File: config.mk
export PLATFORM = sky130hd
export DESIGN_NAME = chunked_add_sub_flat
export DESIGN_NICKNAME = d
export VERILOG_FILES = /design/src/rtl/addsub_pkg.sv /design/src/rtl/chunked_add_sub_if.sv /design/src/rtl/addsub_chunk.sv /design/src/rtl/chunked_add_sub.sv /design/src/flat_wrapper.sv
export SDC_FILE = /design/constraint.sdc
export NUM_CORES = 1
export LEC_CHECK = 0
export CORE_AREA = 2 2 82 84
export DETAILED_ROUTE_END_ITERATION = 8
export DIE_AREA = 0 0 84 86
export GPL_TIMING_DRIVEN = 0
export PLACE_DENSITY = 0.86
export SYNTH_ARGS = -nofsm -noshare
export SYNTH_HDL_FRONTEND = slang
export SYNTH_SLANG_ARGS = --single-unit
File: constraint.sdc
create_clock -name clk -period 2.93 [get_ports clk]
set_input_delay 0.7325 -clock clk [delete_from_list [all_inputs] [get_ports clk]]
set_output_delay 0.7325 -clock clk [all_outputs]
set_load 0.05 [all_outputs]
File: src/rtl/addsub_pkg.sv
// Shared types for the chunked add/sub datapath: controller states and op encoding.
package addsub_pkg;

    typedef enum logic [1:0] {
        IDLE = 2'd0,
        BUSY = 2'd1,
        DONE = 2'd2
    } state_t;

    localparam logic OP_ADD = 1'b0;
    localparam logic OP_SUB = 1'b1;

endpackage

File: src/rtl/chunked_add_sub_if.sv
// Operand/result handshake bundle for chunked_add_sub; slave is the arithmetic block side.
interface chunked_add_sub_if #(
    parameter int WIDTH = 16
);
    logic             in_valid;
    logic             in_ready;
    logic [WIDTH-1:0] in_a;
    logic [WIDTH-1:0] in_b;
    logic             in_sub;
    logic             out_valid;
    logic             out_ready;
    logic [WIDTH-1:0] out_sum;
    logic             out_cout;
    logic             out_ovf;
    logic             out_zero;

    modport master (
        output in_valid, in_a, in_b, in_sub, out_ready,
        input  in_ready, out_valid, out_sum, out_cout, out_ovf, out_zero
    );

    modport slave (
        input  in_valid, in_a, in_b, in_sub, out_ready,
        output in_ready, out_valid, out_sum, out_cout, out_ovf, out_zero
    );
endinterface

File: src/rtl/addsub_chunk.sv
// Combinational CHUNK-bit ripple adder of full adders; also exposes the carry into its MSB.
module addsub_chunk #(
    parameter int CHUNK = 4
) (
    input  logic [CHUNK-1:0] a,
    input  logic [CHUNK-1:0] b,
    input  logic             cin,
    output logic [CHUNK-1:0] sum,
    output logic             cout,
    output logic             cmsb
);
    logic [CHUNK:0] c;

    always_comb begin
        c    = '0;
        sum  = '0;
        c[0] = cin;
        for (int i = 0; i < CHUNK; i++) begin
            sum[i]   = a[i] ^ b[i] ^ c[i];
            c[i + 1] = (a[i] & b[i]) | (c[i] & (a[i] ^ b[i]));
        end
    end

    assign cout = c[CHUNK];
    assign cmsb = c[CHUNK-1];
endmodule

File: src/rtl/chunked_add_sub.sv
// Multi-cycle WIDTH-bit add/sub, CHUNK bits per cycle through one shared ripple adder.
// Optional macro ADDSUB_SAT_EN replaces wrapped results with signed saturation on overflow.
module chunked_add_sub
    import addsub_pkg::*;
#(
    parameter int WIDTH = 16,
    parameter int CHUNK = 4
) (
    input  logic             clk,
    input  logic             rst,
    chunked_add_sub_if.slave bus
);
    localparam int NCHUNK = WIDTH / CHUNK;
    localparam int IDX_W  = (NCHUNK > 1) ? $clog2(NCHUNK) : 1;
    localparam logic [IDX_W-1:0] LAST_IDX = IDX_W'(NCHUNK - 1);

    state_t state, state_nxt;

    logic [WIDTH-1:0] a_reg, b_reg, sum_reg;
    logic [WIDTH-1:0] sum_next, sum_final;
    logic [IDX_W-1:0] idx;
    logic             carry;
    logic             cout_reg, ovf_reg, zero_reg;
    logic             accept, last;

    logic [CHUNK-1:0] ch_sum;
    logic             ch_cout, ch_cmsb;
    logic             ovf_next;

    addsub_chunk #(.CHUNK(CHUNK)) u_chunk (
        .a    (a_reg[idx*CHUNK +: CHUNK]),
        .b    (b_reg[idx*CHUNK +: CHUNK]),
        .cin  (carry),
        .sum  (ch_sum),
        .cout (ch_cout),
        .cmsb (ch_cmsb)
    );

`ifdef ADDSUB_SAT_EN
    function automatic logic [WIDTH-1:0] sat_value(input logic neg);
        sat_value = neg ? {1'b1, {(WIDTH-1){1'b0}}} : {1'b0, {(WIDTH-1){1'b1}}};
    endfunction
`endif

    assign accept   = bus.in_valid && (state == IDLE);
    assign last     = (idx == LAST_IDX);
    // Only meaningful on the last chunk, where the chunk MSB is the word MSB.
    assign ovf_next = ch_cmsb ^ ch_cout;

    always_comb begin
        sum_next = sum_reg;
        sum_next[idx*CHUNK +: CHUNK] = ch_sum;
`ifdef ADDSUB_SAT_EN
        sum_final = ovf_next ? sat_value(a_reg[WIDTH-1]) : sum_next;
`else
        sum_final = sum_next;
`endif
    end

    always_ff @(posedge clk) begin
        if (rst) begin
            state <= IDLE;
        end else begin
            state <= state_nxt;
        end
    end

    always_comb begin
        state_nxt = state;
        case (state)
            IDLE:    if (bus.in_valid) state_nxt = BUSY;
            BUSY:    if (last) state_nxt = DONE;
            DONE:    if (bus.out_ready) state_nxt = IDLE;
            default: state_nxt = IDLE;
        endcase
    end

    always_comb begin
        bus.in_ready  = (state == IDLE);
        bus.out_valid = (state == DONE);
        bus.out_sum   = sum_reg;
        bus.out_cout  = cout_reg;
        bus.out_ovf   = ovf_reg;
        bus.out_zero  = zero_reg;
    end

    // Capture stage: subtract becomes A + ~B with an initial carry of one.
    always_ff @(posedge clk) begin
        if (rst) begin
            a_reg    <= '0;
            b_reg    <= '0;
            carry    <= 1'b0;
            idx      <= '0;
            sum_reg  <= '0;
            cout_reg <= 1'b0;
            ovf_reg  <= 1'b0;
            zero_reg <= 1'b0;
        end else if (accept) begin
            a_reg <= bus.in_a;
            b_reg <= bus.in_b ^ {WIDTH{bus.in_sub}};
            carry <= (bus.in_sub == OP_SUB);
            idx   <= '0;
        end else if (state == BUSY) begin
            // Chunk stage: one slice per cycle, carry held between slices.
            carry <= ch_cout;
            if (last) begin
                idx      <= '0;
                sum_reg  <= sum_final;
                cout_reg <= ch_cout;
                ovf_reg  <= ovf_next;
                zero_reg <= (sum_final == '0);
            end else begin
                idx     <= idx + 1'b1;
                sum_reg <= sum_next;
            end
        end
    end
endmodule
File: src/flat_wrapper.sv
// flat-port wrapper written by rule: the top's interface ports become plain ports
module chunked_add_sub_flat import addsub_pkg::*;
#(
    parameter int WIDTH = 16,
    parameter int CHUNK = 4
)
  (clk, rst, bus_in_valid, bus_in_a, bus_in_b, bus_in_sub, bus_out_ready, bus_in_ready, bus_out_valid, bus_out_sum, bus_out_cout, bus_out_ovf, bus_out_zero);
  chunked_add_sub_if #(.WIDTH(WIDTH)) bus_i ();
  input  logic clk;
  input  logic rst;
  input wire logic [$bits(bus_i.in_valid)-1:0] bus_in_valid;
  input wire logic [$bits(bus_i.in_a)-1:0] bus_in_a;
  input wire logic [$bits(bus_i.in_b)-1:0] bus_in_b;
  input wire logic [$bits(bus_i.in_sub)-1:0] bus_in_sub;
  input wire logic [$bits(bus_i.out_ready)-1:0] bus_out_ready;
  output wire logic [$bits(bus_i.in_ready)-1:0] bus_in_ready;
  output wire logic [$bits(bus_i.out_valid)-1:0] bus_out_valid;
  output wire logic [$bits(bus_i.out_sum)-1:0] bus_out_sum;
  output wire logic [$bits(bus_i.out_cout)-1:0] bus_out_cout;
  output wire logic [$bits(bus_i.out_ovf)-1:0] bus_out_ovf;
  output wire logic [$bits(bus_i.out_zero)-1:0] bus_out_zero;
  assign bus_i.in_valid = bus_in_valid;
  assign bus_i.in_a = bus_in_a;
  assign bus_i.in_b = bus_in_b;
  assign bus_i.in_sub = bus_in_sub;
  assign bus_i.out_ready = bus_out_ready;
  assign bus_in_ready = bus_i.in_ready;
  assign bus_out_valid = bus_i.out_valid;
  assign bus_out_sum = bus_i.out_sum;
  assign bus_out_cout = bus_i.out_cout;
  assign bus_out_ovf = bus_i.out_ovf;
  assign bus_out_zero = bus_i.out_zero;
  chunked_add_sub #(.WIDTH(WIDTH), .CHUNK(CHUNK)) u_core (.clk(clk), .rst(rst), .bus(bus_i));
endmodule
# Word-level counts from Yosys, hierarchy flattened
# Index checks and enable logic that the tools add are counted.
# Widths: inputs -> output; s select.
dict set report totals {
  register_bits 56
  inputBits 37
  out_inout_bits 21
  wordCells 60
}
dict set report classes {
  n_addsub 2
  eq_ne 6
  shift 4
  mux 8
  bitwise_logic 23
  n_reduce_logical 8
}
# operator n
set op_table {}
lappend op_table {{$neg 4->34} 1}
lappend op_table {{$shift 4x34->16 const A} 1}
lappend op_table {{$shiftx 4x34->16} 1}
lappend op_table {{$shiftx 16x5->4} 2}
lappend op_table {{$bwmux 16} 1}
lappend op_table {{$logic_not 16->1} 1}
lappend op_table {{$xor 16x16->16} 1}
lappend op_table {{$xor 1x1->1} 9}
lappend op_table {{$and 1x1->1} 8}
lappend op_table {{$mux 2} 4}
lappend op_table {{$pmux 2 s3} 1}
lappend op_table {{$reduce_and 3->1} 2}
lappend op_table {{$eq 2x2->1 const B} 2}
lappend op_table {{$ne 2x2->1 const B} 2}
lappend op_table {{$or 1x1->1} 4}
lappend op_table {{$add 2x1->2 const B} 1}
lappend op_table {{$eq 2x1->1 const B} 1}
lappend op_table {{$logic_not 2->1} 1}
lappend op_table {{$mux 1} 2}
lappend op_table {{$ne 2x1->1 const B} 1}
lappend op_table {{$reduce_and 2->1} 1}
lappend op_table {{$reduce_bool 2->1} 1}
lappend op_table {{$reduce_or 2->1} 1}
lappend op_table {{$logic_and 1x1->1} 1}
lappend op_table {{$not 1->1} 1}

# Logic depth before layout (Yosys ltp)
# Gate-level depths: netlist of run 1.
dict set report logic_depth {
  word_depth 12
  mapped_depth 13
  mapped_depth_nobuf 11
}

# By module
# From an unflattened synthesis of run 1, not the netlist that was laid out.
dict set report hier_totals {
  cells_unflattened 298
  hier_area_um2 2651.3
}
# mod n_inst cells_each area_per_inst_um2 seq_area_each_um2
set modules_own_cells {}
lappend modules_own_cells {chunked_add_sub 1 286 2541.2 1121.1}
lappend modules_own_cells {addsub_chunk 1 12 110.1 0.0}

# Worst setup path before layout of run 1
# OpenSTA, ideal clock, no wires.
dict set report synth_timing {
  kind {flip-flop to flip-flop}
  start {register u_core.idx[0]}
  end {register u_core.zero_reg, in the netlist u_core.bus.out_zero}
  setup_ns 0.087
  arrival_time_ns 3.133
  required_time_ns 2.843
  path_slack_ns -0.290
  stages_incl_launch_ff 14
  n_path_buf 2
  synth_period_minus_slack_ns 3.220
  path_cell_list {dfxtp_1 > buf_4 > buf_6 > mux4_2 > inv_1 > fa_1 > inv_1 > fa_1 > inv_1 > fa_1 > fa_1 > a2bb2oi_1 > o2111ai_1 > o31ai_1}
}
dict set report synth_between {
  elab_chain_len 12
  elab_cells_between_ends 26
  classes_between {add/sub: 1; eq/ne: 1; shift: 4; mux: 1; bitwise: 17; reduce/logical: 2}
}
# item line_no
set synth_rtl {}
lappend synth_rtl {{start, declared} chunked_add_sub.sv:21} ;# logic [IDX_W-1:0] idx;
lappend synth_rtl {{start signal, assigned} chunked_add_sub.sv:113} ;# idx <= idx + 1'b1;
lappend synth_rtl {{$shiftx 16x5->4 (on tied branches)} {chunked_add_sub.sv:31, chunked_add_sub.sv:32}}
lappend synth_rtl {{$xor 1x1->1} {addsub_chunk.sv:19, addsub_chunk.sv:20}}
lappend synth_rtl {{$and 1x1->1} addsub_chunk.sv:20} ;# c[i + 1] = (a[i] & b[i]) | (c[i] & (a[i] ^ b[i]));
lappend synth_rtl {{$or 1x1->1} addsub_chunk.sv:20}
lappend synth_rtl {{$and 1x1->1} addsub_chunk.sv:20}
lappend synth_rtl {{$or 1x1->1} addsub_chunk.sv:20}
lappend synth_rtl {{$and 1x1->1} addsub_chunk.sv:20}
lappend synth_rtl {{$or 1x1->1} addsub_chunk.sv:20}
lappend synth_rtl {{$xor 1x1->1} addsub_chunk.sv:19} ;# sum[i] = a[i] ^ b[i] ^ c[i];
lappend synth_rtl {{$shiftx 4x34->16} chunked_add_sub.sv:52} ;# sum_next[idx*CHUNK +: CHUNK] = ch_sum;
lappend synth_rtl {{$bwmux 16} chunked_add_sub.sv:52}
lappend synth_rtl {{$logic_not 16->1} chunked_add_sub.sv:111} ;# zero_reg <= (sum_final == '0);
lappend synth_rtl {{end signal, assigned} chunked_add_sub.sv:111}
lappend synth_rtl {{end, declared} chunked_add_sub.sv:23} ;# logic cout_reg, ovf_reg, zero_reg;
# Several ways; a longest one is shown, not always the timed one.
# A chain may end at the register's enable or synchronous reset.

# Final worst setup path of run 1
# Ends and elaborated chain as after synthesis.

==> results.toml, run 1 <==
[logic_synthesis]
synthXorXnorAreaFrac_pct = 5.25
synth.area.mux_share_pct = 6.71
yosys.area_share.adder_pct = 5.47
syn_inst = 309
async_reset_ff_share_pct = 0
synth_top_family_by_area = "simple AND/OR/NAND/NOR gates"
synthTopCellsByArea = "dfxtp_1 40%, mux4_2 6.4%, xnor2_1 5.3%"
synth_compound_area_share_pct = 17.9
ys_seq_elements = 56
synth_top_area_cell = "dfxtp_1"
synth_most_common_cell = "dfxtp_1"
yosys-top-cells-count = "56 x dfxtp_1, 39 x nand2_1, 37 x nor2_1"
yosysTopAreaCellShare_pct = 39.5
yosysSeqAreaShare_pct = 39.5
ys_warn_count = 0
synth_cell_types = 47
synth_ff_type = "dfxtp_1"
synth_nets = 356
synth-simple-area-share_pct = 19.2
synthesis.area_sq_um = 2840
synth-edff-count = 0
synth_area_per_cell_sq_um = 9.18

[setup_path]
slowest_delay_ns = 0.62
critPathCaptureType = "flip-flop"
crit_top_cell = "fa_2"
crit_chain = "mux4_2 -> inv_2 -> fa_2 -> inv_2 -> fa_2 -> inv_2 -> fa_2 -> fa_2 -> a2bb2oi_2 -> o2111ai_2 -> o31ai_1"
crit_start = "u_core.idx[0]"
cp.depth = 11
critPathSlowestCell = "fa_2"
worstSetupPathType = "reg2reg"
required_ns = 3.17
crit_arrival_ns = 3.35
ff2ff_path_depth = 11
crit_buf_inv = 3
critPathTopFamily = "adder cells"
crit_end = "u_core.bus.out_zero"
start_kind = "flip-flop"
crit_fanout = 5
rr_endpoint = "u_core.bus.out_zero"
r2r_start = "u_core.idx[0]"
rrSetupSlack_ns = -0.18

[floorplanning]
rows = 29
ioPinCount = 58
initial_utilization_pct = 45.2
die_x_um = 84
coreArea_sq_um = 6280
fp.dieArea_sq_um = 7220
die_h_um = 86

[clock_network]
cts.htree.levels = 2
clk_latency_ns = 0.32
hold_buffers = 0
cts_root_buf = "clkbuf_8"
cts.path.max_buffers = 2
clk_pin_slew_ns = 0.10
cts_buffers = 5
cts_tree = "yes"
clock-sinks = 56

[route]
ant_nets = 0
first_pass_iters = 4
drc = 0
viasPerCell = 5.53
wl_per_cell_um = 16.0
drt_iter0_markers = 159
totalWireLength_um = 7320
num_vias = 2527

[layout]
diodes = 0
layout-drive-gt1-share_pct = 18.2
fill_cells = 522
fin_nets = 426
syn_to_final_growth_pct = 31.1

[power]
total_power_mw = 1.74
peakVddDrop_uv = 246
p_leak_nw = 1.33
cellPowerDensity_nw_per_um2 = 469

[run_status]
violations = "setup timing"
status = "complete, but fails checks"

[global_routing]
grt_pass1_vias = 2478
grt_start_max_net_pins = 18
track_usage_pct = 20.3
grt_pass1_wl_um = 11800
grt-ovfl-total = 0
antenna_found_initial = 0

[sta]
max-slew-margin-rel_pct = 53.2
hold_viol_final = 0
setup_slack_ns = -0.176
rsz0062_at_grt = "yes"
hold_ws_ns = 0.459
slew_violations = 0
setup_viol = 5
max_freq_ghz = 0.322
period_needed_ns = 3.11
fin_skew_ns = 0.00564
post-route-period-util_pct = 106
worst_pin_slew_ns = 0.701

[flow_run]
cap_violations = 0

[placed_design]
portBuffers = 56
hpwl_um = 5080
gp_congestion = 0.948

[worst_hold_path]
min_path_type = "reg2reg"
hold_path_depth = 2
## worst min-delay path, delay by kind of cell (launching register included)
kind	cells	cell delay, ns
simple gates	1	0.05
flops	1	0.32
compound gates	1	0.05
## timing repair
| item | 4_1_cts | 5_1_grt |
|---|---|---|
| gates cloned | 0 | 0 |
| resized for setup | 11 | 5 |
| hold endpoints to repair | 0 | 0 |
| buffers inserted | 7 | 3 |
| pin swaps | 3 | 7 |
| setup endpoints to repair | 11 | 8 |
## cell type report
| class | instances | area (sq um) | area share (%) |
|---|---|---|---|
| repair buffers | 66 | 636 | 17.1 |
| inverters | 12 | 45.0 | 1.21 |
| clock inverters | 2 | 15.0 | 0.404 |
| plain buffers | 19 | 100 | 2.69 |
| clock buffers | 6 | 82.6 | 2.22 |
| flip-flops and latches | 56 | 1130 | 30.4 |
| multi-input cells | 219 | 1610 | 43.4 |
| well taps | 77 | 96.3 | 2.59 |
## through the flow
step | setup WS [ns] | setup TNS, ns | cell area (sq um) | std cells | utilization, %
2_1_floorplan | -0.178 | -0.247 | 2870 | 309 | -
3_3_place_gp | -0.535 | -2.26 | 3520 | 442 | 56.1
3_5_place_dp | -0.594 | -2.87 | 3520 | 442 | 56.1
4_1_cts | -0.131 | -0.262 | 3700 | 456 | 58.9
5_1_grt | -0.277 | -0.898 | 3720 | 457 | 59.2
6_report | -0.176 | -0.450 | 3720 | 457 | 59.2
## per-layer routing
metal	part of all wire, %	GRT usage, %	up-vias
li1	-	-	1220
met1	42	24.0	1196
met2	51	36.8	100
met3	5.9	4.04	11
met4	1.2	7.33	0
met5	0	0	-
## how the worst min path moves through the flow
stage,from,to,slack (ns)
after global routing,u_core.a_reg[14],u_core.a_reg[14],0.48
after floorplan,u_core.a_reg[10],u_core.a_reg[10],0.43
after CTS,u_core.a_reg[11],u_core.a_reg[11],0.46
after detailed placement,u_core.a_reg[11],u_core.a_reg[11],0.45
final,u_core.a_reg[5],u_core.a_reg[5],0.46
after global placement,u_core.a_reg[11],u_core.a_reg[11],0.44
## logic make-up after synthesis
logic type,Yosys count
xor+xnor,17
simple gates,115
flops,56
fa+ha+maj,10
buf+inv,34
mux,9
compound gates,68
## placed cells by master, fill, tap and decap left out, types with 3 or more instances in the layout
cell type,count
inv_2,6
ha_1,6
inv_1,6
nand3b_1,5
mux4_2,8
a2bb2oi_1,4
clkdlybuf4s50_1,56
nand2b_1,6
buf_4,15
a211oi_2,9
o21bai_1,3
clkbuf_1,4
nand2_1,39
fa_2,4
nor2b_1,7
dfxtp_1,54
a21oi_1,27
nor3_1,6
xnor2_1,17
nor2_1,36
buf_2,8
a211oi_1,13
clkbuf_8,6
## report_power, final
group          total, mW  internal (mW)  switching (mW)
clock network      0.457          0.192           0.265
logic              0.450          0.210           0.240
registers          0.837          0.806          0.0308
total               1.74           1.21           0.536
Power figures use the tool's default switching activity.
==> inputs of run 2 (changes only) <==
--- a/config.mk
+++ b/config.mk
@@ -6,9 +6,10 @@
 export NUM_CORES = 1
 export LEC_CHECK = 0
-export CORE_AREA = 2 2 82 84
+export CAP_MARGIN = 30
+export CORE_AREA = 2 2 94 96
 export DETAILED_ROUTE_END_ITERATION = 8
-export DIE_AREA = 0 0 84 86
+export DIE_AREA = 0 0 96 98
 export GPL_TIMING_DRIVEN = 0
-export PLACE_DENSITY = 0.86
+export PLACE_DENSITY = 0.71
 export SYNTH_ARGS = -nofsm -noshare
 export SYNTH_HDL_FRONTEND = slang
==> constraint.sdc (replaced) <==
create_clock -name clk -period 2.93 [get_ports clk]
set_input_delay 0.7325 -clock clk [delete_from_list [all_inputs] [get_ports clk]]
set_output_delay 0.7325 -clock clk [all_outputs]
set_load 0.02 [all_outputs]
==> run 2 against run 1 <==
  * The flow still finishes with violations (setup timing)
  * Wire length rose by 0.37%
  * Register-to-register slack gained 0.09 ns
  * Cell count is 7.2% higher
  * Clock power rose by 15%
  * Utilization fell by 15 points
  * Sequential power about the same
  * Worst hold slack better by 0.0056 ns
  * Fmax up 3.0%
  * Die area is 30% higher
  * Highest routed layer unchanged
==> results.toml, run 2 (synthesis gave the netlist of run 1 again) <==
[run_status]
status = "complete, but fails checks"
violations = "setup timing"

[sta]
setup_viol = 3
worst_pin_slew_ns = 0.717
rsz0062_at_grt = "yes"
slew_violations = 0
period_needed_ns = 3.01
hold_viol_final = 0
post-route-period-util_pct = 103
max-slew-margin-rel_pct = 52.2
max_freq_ghz = 0.332
fin_skew_ns = 0.00930
setup_slack_ns = -0.0841

[clock_network]
cts_root_buf = "clkbuf_8"
cts.htree.levels = 2
clock-sinks = 56
clk_latency_ns = 0.32
clk_pin_slew_ns = 0.11
cts_tree = "yes"
cts_buffers = 5
cts.path.max_buffers = 2
hold_buffers = 0

[power]
power.switching_uw = 514
p_sw_share_pct = 28.6
total_power_mw = 1.80
power.internal_mw = 1.28
comb_power_share_pct = 24.2
peakVddDrop_uv = 216
clkPwrFrac_pct = 29.4
cellPowerDensity_nw_per_um2 = 475
pwr-share-seq_pct = 46.5
p_leak_nw = 1.34

[setup_path]
crit_top_cell = "fa_2"
crit_start = "u_core.idx[1]"
crit_fanout = 8
rr_endpoint = "u_core.bus.out_zero"
crit_buf_inv = 4
rrSetupSlack_ns = -0.08
ff2ff_path_depth = 12
start_kind = "flip-flop"
critPathTopFamily = "adder cells"
crit_end = "u_core.bus.out_zero"
r2r_start = "u_core.idx[1]"
cp.depth = 12
required_ns = 3.16
critPathCaptureType = "flip-flop"
critPathSlowestCell = "fa_2"
worstSetupPathType = "reg2reg"
crit_chain = "buf_8 -> mux4_2 -> inv_2 -> fa_2 -> inv_2 -> fa_2 -> inv_2 -> fa_2 -> fa_2 -> a2bb2oi_2 -> o2111ai_1 -> o31ai_1"
crit_arrival_ns = 3.25
slowest_delay_ns = 0.63

[placed_design]
hpwl_um = 5370
portBuffers = 56
numPlacedInstances = 473
gp_congestion = 0.859
placed_cell_area_sq_um = 3560

[layout]
stdcell_area_sq_um = 3780
layout_commonest_cell = "clkdlybuf4s50_1"
fin_nets = 428
syn_to_final_growth_pct = 33.5
layout-drive-gt1-share_pct = 18.6
diodes = 0
layout.cells.non_filler = 490
fill_cells = 835
layout_common_cells = "56 x clkdlybuf4s50_1, 54 x dfxtp_1, 39 x nand2_1"

[route]
first_pass_iters = 4
drc = 0
totalWireLength_um = 7340
num_vias = 2429
wl_per_cell_um = 15.0
drt_iter0_markers = 86
viasPerCell = 4.96
ant_nets = 0

[flow_run]
cap_violations = 0

[floorplanning]
fp.dieArea_sq_um = 9410
coreArea_sq_um = 8470
rows = 34
ioPinCount = 58
die_x_um = 96
die_h_um = 98
initial_utilization_pct = 33.5

[global_routing]
grt_pass1_vias = 2522
antenna_found_initial = 0
grt-ovfl-total = 0
track_usage_pct = 16.3
grt_start_max_net_pins = 19
grt_pass1_wl_um = 12000

[worst_hold_path]
min_path_type = "reg2reg"
hold_start = "u_core.a_reg[15]"
-- run 2: repair_timing --
action | CTS | global route
setup endpoints to repair | 11 | 8
gates cloned | 0 | 0
gates resized for setup | 10 | 8
pin swaps | 6 | 5
buffers inserted | 6 | 6
hold endpoints to repair | 0 | 0
-- run 2: routing by layer --
| metal | vias to the layer above | wire (um) | part of all wire (%) | track usage (%) |
|---|---|---|---|---|
| met5 | - | 0 | 0 | 0 |
| met4 | 0 | 166 | 2.3 | 5.27 |
| met3 | 15 | 325 | 4.4 | 2.70 |
| met2 | 65 | 3620 | 49 | 27.5 |
| met1 | 1130 | 3230 | 44 | 20.9 |
| li1 | 1219 | - | - | - |
-- run 2: area by class of cell --
class                           count  area [sq um]  share of cell area [%]
Clock inverter                      3          46.3                    1.22
Inverter                           12          45.0                    1.19
Tap cell                          108           135                    3.57
Buffer                             20           115                    3.04
Sequential cell                    56          1130                    29.8
Multi-Input combinational cell    219          1590                    42.1
Clock buffer                        5          68.8                    1.82
Timing Repair Buffer               67           651                    17.2
-- run 2: tightest hold or removal path: cells and delay by family (launching register included) --
kind,cells,cell delay (ns)
flip-flops,1,0.33
AND/OR/NAND/NOR,1,0.05
AO/OA/AOI/OAI,1,0.05
-- run 2: power groups by stage --
stage | clock [mW] | sequential, mW | combinational, mW
floorplan | 0 | 0.854 | 0.256
global placement | 0 | 0.850 | 0.398
detailed placement | 0 | 0.853 | 0.403
CTS | 0.535 | 0.834 | 0.425
global route | 0.562 | 0.841 | 0.475
finish | 0.527 | 0.835 | 0.434
-- run 2: through the flow --
stage | setup TNS, ns | utilization, % | hold WS [ns] | worst slack [ns]
6_report | -0.186 | 44.7 | 0.464 | -0.0841
5_1_grt | -0.841 | 44.7 | 0.487 | -0.232
4_1_cts | -0.340 | 44.2 | 0.462 | -0.146
3_5_place_dp | -3.19 | 42.0 | 0.447 | -0.583
3_3_place_gp | -2.72 | 42.0 | 0.441 | -0.570
2_1_floorplan | -0.219 | - | 0.433 | -0.179
-- run 2: worst min-delay path by stage --
| stage | endpoint | slack (ns) | cells past startpoint |
|---|---|---|---|
| detailed placement | u_core.a_reg[15] | 0.45 | 2 |
| floorplan | u_core.a_reg[10] | 0.43 | 2 |
| global placement | u_core.a_reg[11] | 0.44 | 2 |
| finish | u_core.a_reg[15] | 0.46 | 2 |
| global route | u_core.a_reg[2] | 0.49 | 2 |
| CTS | u_core.a_reg[15] | 0.46 | 2 |
